`src/rtl/rram_instr_arbiter.sv`:
```
// Two-source arbiter in front of one crossbar controller. A grant covers one
// instruction from the moment it is offered until the controller retires it,
// so the data beats of the ext and hd sources never interleave.
module rram_instr_arbiter #(
    parameter int unsigned INSTR_WIDTH    = 4,
    parameter int unsigned OPCODE_WIDTH   = 16,
    parameter int unsigned DATAIN_WIDTH   = 64,
    parameter int unsigned TIMEOUT_CYCLES = 65535,
    parameter int unsigned HD_PRIORITY    = 0
) (
    input  logic                                CLK,
    input  logic                                reset_n,
    // ext source FIFO set
    output logic                                pop_n_instFIFO_ext,
    input  logic                                empty_instFIFO_ext,
    input  logic [INSTR_WIDTH+OPCODE_WIDTH-1:0] dout_instFIFO_ext,
    output logic                                pop_n_iFIFO_ext,
    input  logic                                empty_iFIFO_ext,
    input  logic [DATAIN_WIDTH-1:0]             dout_iFIFO_ext,
    output logic                                push_n_oFIFO_ext,
    input  logic                                full_oFIFO_ext,
    output logic [DATAIN_WIDTH-1:0]             din_oFIFO_ext,
    // hd source FIFO set
    output logic                                pop_n_instFIFO_hd,
    input  logic                                empty_instFIFO_hd,
    input  logic [INSTR_WIDTH+OPCODE_WIDTH-1:0] dout_instFIFO_hd,
    output logic                                pop_n_iFIFO_hd,
    input  logic                                empty_iFIFO_hd,
    input  logic [DATAIN_WIDTH-1:0]             dout_iFIFO_hd,
    output logic                                push_n_oFIFO_hd,
    input  logic                                full_oFIFO_hd,
    output logic [DATAIN_WIDTH-1:0]             din_oFIFO_hd,
    // merged FIFO set seen by the controller
    input  logic                                pop_n_instFIFO,
    output logic                                empty_instFIFO,
    output logic [INSTR_WIDTH+OPCODE_WIDTH-1:0] dout_instFIFO,
    input  logic                                pop_n_iFIFO,
    output logic                                empty_iFIFO,
    output logic [DATAIN_WIDTH-1:0]             dout_iFIFO,
    input  logic                                push_n_oFIFO,
    output logic                                full_oFIFO,
    input  logic [DATAIN_WIDTH-1:0]             din_oFIFO,
    // status
    input  logic                                instr_done,
    output logic                                grant_hd,
    output logic                                busy,
    output logic                                timeout_err
);

    localparam int unsigned IW = INSTR_WIDTH + OPCODE_WIDTH;
    localparam int unsigned CW = $clog2(TIMEOUT_CYCLES);
    localparam logic [CW-1:0] CNT_LAST = CW'(TIMEOUT_CYCLES - 1);
    localparam logic [CW-1:0] CNT_MAX  = '1;

    typedef enum logic [1:0] {
        S_IDLE = 2'd0,
        S_LOCK = 2'd1,
        S_BUSY = 2'd2
    } state_t;

    state_t        state;
    logic          last_hd;
    logic [CW-1:0] cnt;

    logic req_ext;
    logic req_hd;
    logic pick_hd;
    logic sel_empty_inst;

    assign req_ext = ~empty_instFIFO_ext;
    assign req_hd  = ~empty_instFIFO_hd;
    // hd wins when it is alone, when it has tie priority, or when ext was served last
    assign pick_hd = req_hd & (~req_ext | (HD_PRIORITY != 0) | ~last_hd);
    assign sel_empty_inst = grant_hd ? empty_instFIFO_hd : empty_instFIFO_ext;

    // Grant FSM with watchdog counter and sticky timeout flag
    always_ff @(posedge CLK or negedge reset_n) begin
        if (!reset_n) begin
            state       <= S_IDLE;
            grant_hd    <= 1'b0;
            last_hd     <= 1'b1;
            cnt         <= '0;
            busy        <= 1'b0;
            timeout_err <= 1'b0;
        end else begin
            case (state)
                S_IDLE: begin
                    cnt <= '0;
                    if (req_ext | req_hd) begin
                        grant_hd <= pick_hd;
                        state    <= S_LOCK;
                    end
                end
                S_LOCK: begin
                    if (!pop_n_instFIFO) begin
                        state <= S_BUSY;
                        busy  <= 1'b1;
                        cnt   <= '0;
                    end else if (sel_empty_inst) begin
                        state <= S_IDLE;
                    end
                end
                S_BUSY: begin
                    if (cnt != CNT_MAX) begin
                        cnt <= cnt + CW'(1);
                    end
                    if (instr_done) begin
                        state   <= S_IDLE;
                        busy    <= 1'b0;
                        last_hd <= grant_hd;
                    end else if (cnt == CNT_LAST) begin
                        state       <= S_IDLE;
                        busy        <= 1'b0;
                        last_hd     <= grant_hd;
                        timeout_err <= 1'b1;
                    end
                end
                default: begin
                    state <= S_IDLE;
                    busy  <= 1'b0;
                end
            endcase
        end
    end

    // Route the granted source to the controller; idle and non-granted sides stay quiet
    always_comb begin
        pop_n_instFIFO_ext = 1'b1;
        pop_n_iFIFO_ext    = 1'b1;
        push_n_oFIFO_ext   = 1'b1;
        din_oFIFO_ext      = '0;
        pop_n_instFIFO_hd  = 1'b1;
        pop_n_iFIFO_hd     = 1'b1;
        push_n_oFIFO_hd    = 1'b1;
        din_oFIFO_hd       = '0;
        empty_instFIFO     = 1'b1;
        dout_instFIFO      = IW'(0);
        empty_iFIFO        = 1'b1;
        dout_iFIFO         = '0;
        full_oFIFO         = 1'b1;
        if (state != S_IDLE) begin
            if (grant_hd) begin
                empty_instFIFO    = (state == S_BUSY) | empty_instFIFO_hd;
                dout_instFIFO     = dout_instFIFO_hd;
                empty_iFIFO       = empty_iFIFO_hd;
                dout_iFIFO        = dout_iFIFO_hd;
                full_oFIFO        = full_oFIFO_hd;
                pop_n_instFIFO_hd = (state == S_BUSY) | pop_n_instFIFO;
                pop_n_iFIFO_hd    = pop_n_iFIFO;
                push_n_oFIFO_hd   = push_n_oFIFO;
                din_oFIFO_hd      = din_oFIFO;
            end else begin
                empty_instFIFO     = (state == S_BUSY) | empty_instFIFO_ext;
                dout_instFIFO      = dout_instFIFO_ext;
                empty_iFIFO        = empty_iFIFO_ext;
                dout_iFIFO         = dout_iFIFO_ext;
                full_oFIFO         = full_oFIFO_ext;
                pop_n_instFIFO_ext = (state == S_BUSY) | pop_n_instFIFO;
                pop_n_iFIFO_ext    = pop_n_iFIFO;
                push_n_oFIFO_ext   = push_n_oFIFO;
                din_oFIFO_ext      = din_oFIFO;
            end
        end
    end

endmodule
```
`config.mk`:
```
export PLATFORM = sky130hd
export DESIGN_NAME = rram_instr_arbiter
export DESIGN_NICKNAME = d
export VERILOG_FILES = /design/src/rtl/rram_instr_arbiter.sv
export SDC_FILE = /design/constraint.sdc
export NUM_CORES = 1
export LEC_CHECK = 0
export ABC_CLOCK_PERIOD_IN_PS = 1800
export CORE_AREA = 2 2 185 187
export DETAILED_ROUTE_END_ITERATION = 16
export DIE_AREA = 0 0 187 189
export PLACE_DENSITY = 0.41
export SETUP_SLACK_MARGIN = 0.1
export SLEW_MARGIN = 20
export SYNTH_ARGS = -nofsm -noshare
export SYNTH_HDL_FRONTEND = slang
export SYNTH_SLANG_ARGS = --single-unit
```
`constraint.sdc`:
```
create_clock -name CLK -period 1.8 [get_ports CLK]
set_input_delay 0.27 -clock CLK [delete_from_list [all_inputs] [get_ports CLK]]
set_output_delay 0.27 -clock CLK [all_outputs]
set_load 0.01 [all_outputs]
```
==> impl_metrics.csv, run 1 <==
group,metric,value,unit
timing,fmax,476.2,MHz
synth,synth_xor_area_share,0.2912,%
floorplan,dieWidth,187,um
cells_and_area,syn2layout_area_growth,253.9,%
timing,finalCriticalPeriod,2100,ps
floorplan,die-area,0.03534,mm^2
run,cap_violations,0,
pwr,ir_drop,0.6759,mV
route,vias_per_cell,3.870,
synth,synth_top_cell_by_area,"and2_1",
synth,yosysMostFrequentCell,"and2_1",
route,ant_nets,0,
route,top_layer,"met5",
clock_tree,clkSlewWorstSetupHoldPaths,60,ps
floorplan,ioPinCount,468,
timing,slew_headroom,79.45,%
critical_path,critPathArrivalTime,1830,ps
timing,tns,-37980,ps
floorplan,start_util,9.038,%
clock_tree,cts_buffers,3,
route,wl_met3,1915,um
pwr,power.density,1563,mW/mm^2
route,drcViolationCount,0,
timing,worstMarginPinSlew,303.5,ps
clock_tree,ctsHtreeMaxLevel,1,
critical_path,endpoint_kind,"output port",
timing,timing.final.crit_share,116.7,%
timing,finalHoldViolations,0,
placed_design,io_buffer_count,467,
global_routing,grt_util_all_layers,13.86,%
run_status,status,"finished, violations left",
floorplan,row_count,67,
synth,synth_top_family_by_area,"simple AND/OR/NAND/NOR gates",
synth,synth-simple-area-share,39.06,%
timing,grt_setup_unrepaired,"yes",
route,vias,5589,
clock_tree,hold_buffers,0,
synth,yosysUniqueCellTypes,47,
clock_tree,cts_tree,"yes",
synth,yosys-top-cells-count,"and2_1, a22o_1, clkbuf_1, dfrtp_1, nand2_1",
synth,synthArstFlopShare,100.0,%
route,drt_iter0_drc,230,
synth,synth-edff-count,0,
route,wl_per_cell,19.54,um
synth,synthAdderAreaFrac,0.8319,%
synth,synth_top_area_share,26.62,%
global_routing,grt_start_max_net_pins,23,
clock_tree,clock_sinks,22,
synth,netlist_top_cells_area,"and2_1, a22o_1, dfrtp_1",
synth,synth.yosys.seq_area_share,18.34,%
global_routing,grt_pass1_wl,37090,um
hold_path,hold_class,"in -> async",
pwr,leakage,4.936,nW
route,wl_met2,15350,um
timing,final-max-slew-violation-count,0,
cells_and_area,drive_gt1_share,56.08,%
floorplan,fp.dieH,189,um
clock_tree,clock_latency,260,ps
placed_design,place.gp.congestion,0.8724,
synth,synth_nets,637,
placed_design,dpl.hpwl,20940,um
clock_tree,cts.path.max_buffers,2,
synth,yosysWarningCount,0,
timing,skew,4.945,ps
timing,setup_viol,211,
global_routing,first_global_vias,5483,
timing,layout_setup_ws,-299.9,ps
global_routing,grt_antenna_before_repair,3,
route,routed_wl,28210,um
critical_path,critPathKind,"reg -> out",
cells_and_area,fin_nets,1242,
route,drt-pass1-iter-count,4,
synth,synth_compound_area_share,33.57,%
synth,synthesis.area,0.003008,mm^2
critical_path,required,1530,ps
critical_path,start_kind,"flip-flop",
synth,post_synth.cell_area_avg,7.693,um^2
global_routing,grt_overflow_total,0,
critical_path,reg2reg_slack,10,ps
clock_tree,ctsRootBufferMaster,"clkbuf_16",
floorplan,core_area,0.03328,mm^2
synth,syn_inst,391,
synth,synth_ff_type,"dfrtp_1",
timing,whs,380.7,ps
route,drt-met1-wl,10610,um
synth,synthMuxAreaShare,2.496,%
synth,ys_ff_latch,22,
critical_path,cp_max_fo,5,
run_status,violations,"setup timing",
==> cell usage in the layout (no fill, tap or decap), types with 3 or more instances in the layout <==
master           count
a21o_1               3
a21oi_1              5
a21oi_2              3
a22o_1              81
a22o_4               3
and2_1              13
and2_4             115
buf_12              17
buf_16              10
buf_2               73
buf_4               66
buf_6              189
buf_8               14
clkbuf_16           13
clkbuf_2            13
clkdlybuf4s50_1    245
dfrtp_1             18
dfrtp_2              3
inv_1                4
mux2_4               3
mux2i_1              3
nand2_1             11
nand2b_1             4
nand3_1              5
nand3_2              3
nand4_1              4
nor2_1               8
nor3_1               4
o211ai_1             3
o21ai_2              4
or2_4                3
==> cell families after synthesis <==
kind of cell,after synthesis
AOI/OAI and AO/OA,123
xor gates and xnor gates,1
adders and majority gates,2
buffers and inverters,42
DFF,22
muxes,7
and+or+nand+nor,194
==> critical path, stage by stage (launching register included) <==
cell and delay, ps:
dfrtp_1 400, nor2_2 150, buf_6 130, nor2b_4 60, buf_12 130, clkbuf_16 140
buf_6 120, clkbuf_16 140, a22o_1 170, buf_2 140
==> power by group <==
part	internal [mW]	switching [mW]	total (mW)
combinational	9.30	6.16	15.5
clock	0.302	0.187	0.489
sequential	0.597	0.0918	0.689
==> flip-flops by register name (all words and copies together) (netlist names) <==
register / flops
cnt: 16
state: 2
busy: 1
grant_hd: 1
last_hd: 1
timeout_err: 1
==> routing by layer <==
layer,GRT usage [%],up-vias
met4,1.648,6
met3,3.244,23
met1,15.30,2603
met5,0,-
met2,27.37,300
li1,-,2657
==> timing repair <==
| action | in CTS | in global routing |
|---|---|---|
| setup buffers | 53 | 42 |
| setup endpoints to repair | 237 | 236 |
| resized for setup | 553 | 724 |
| endpoints found under the hold margin | 0 | 0 |
| pin swaps | 21 | 143 |
| cloned | 13 | 12 |
==> area by class of cell <==
cell class,instances,area [um^2]
Multi-Input combinational cell,327,2841
Clock buffer,4,78.83
Sequential cell,22,555.5
Fill cell,3479,22640
Inverter,4,15.01
Tap cell,448,560.5
Timing Repair Buffer,638,6591
Antenna cell,1,2.502
==> worst paths after layout <==
kind	start	endpoint	depth (start not counted)
setup / recovery	state[0]	dout_iFIFO[45]	9
hold / removal	reset_n	cnt[13]	2
setup reg to reg	cnt[9]	cnt[14]	5
hold reg to reg	timeout_err	timeout_err	1
max in group asynchronous	reset_n	last_hd	2
min in group CLK	timeout_err	timeout_err	1
==> stage by stage <==
step | worst slack (ps) | total power [mW] | area [um^2] | instances | utilization (%)
2_1_floorplan | 84.99 | 4.910 | 3050 | 391 | -
3_3_place_gp | -416.4 | 11.52 | 8711 | 1333 | 26.17
3_5_place_dp | -399.0 | 11.38 | 8711 | 1333 | 26.17
4_1_cts | -495.1 | 13.76 | 9480 | 1402 | 28.49
5_1_grt | -379.3 | 17.53 | 10640 | 1443 | 31.98
6_report | -299.9 | 16.64 | 10650 | 1444 | 31.99
Power figures use the tool's default switching activity.
==> run 2: changes to the inputs <==
--- a/config.mk
+++ b/config.mk
@@ -9,6 +9,7 @@
 export CORE_AREA = 2 2 185 187
 export DETAILED_ROUTE_END_ITERATION = 16
 export DIE_AREA = 0 0 187 189
+export GPL_ROUTABILITY_DRIVEN = 0
 export PLACE_DENSITY = 0.41
 export SETUP_SLACK_MARGIN = 0.1
 export SLEW_MARGIN = 20
==> results of run 2 <==
The final DEF is identical to that of run 1; final timing and power are the same.
==> run 3: changes to the inputs <==
--- a/config.mk
+++ b/config.mk
@@ -12,7 +12,6 @@
 export GPL_ROUTABILITY_DRIVEN = 0
 export PLACE_DENSITY = 0.41
 export SETUP_SLACK_MARGIN = 0.1
-export SLEW_MARGIN = 20
 export SYNTH_ARGS = -nofsm -noshare
 export SYNTH_HDL_FRONTEND = slang
 export SYNTH_SLANG_ARGS = --single-unit
==> results of run 3 <==
The final DEF is identical to that of run 1; final timing and power are the same.
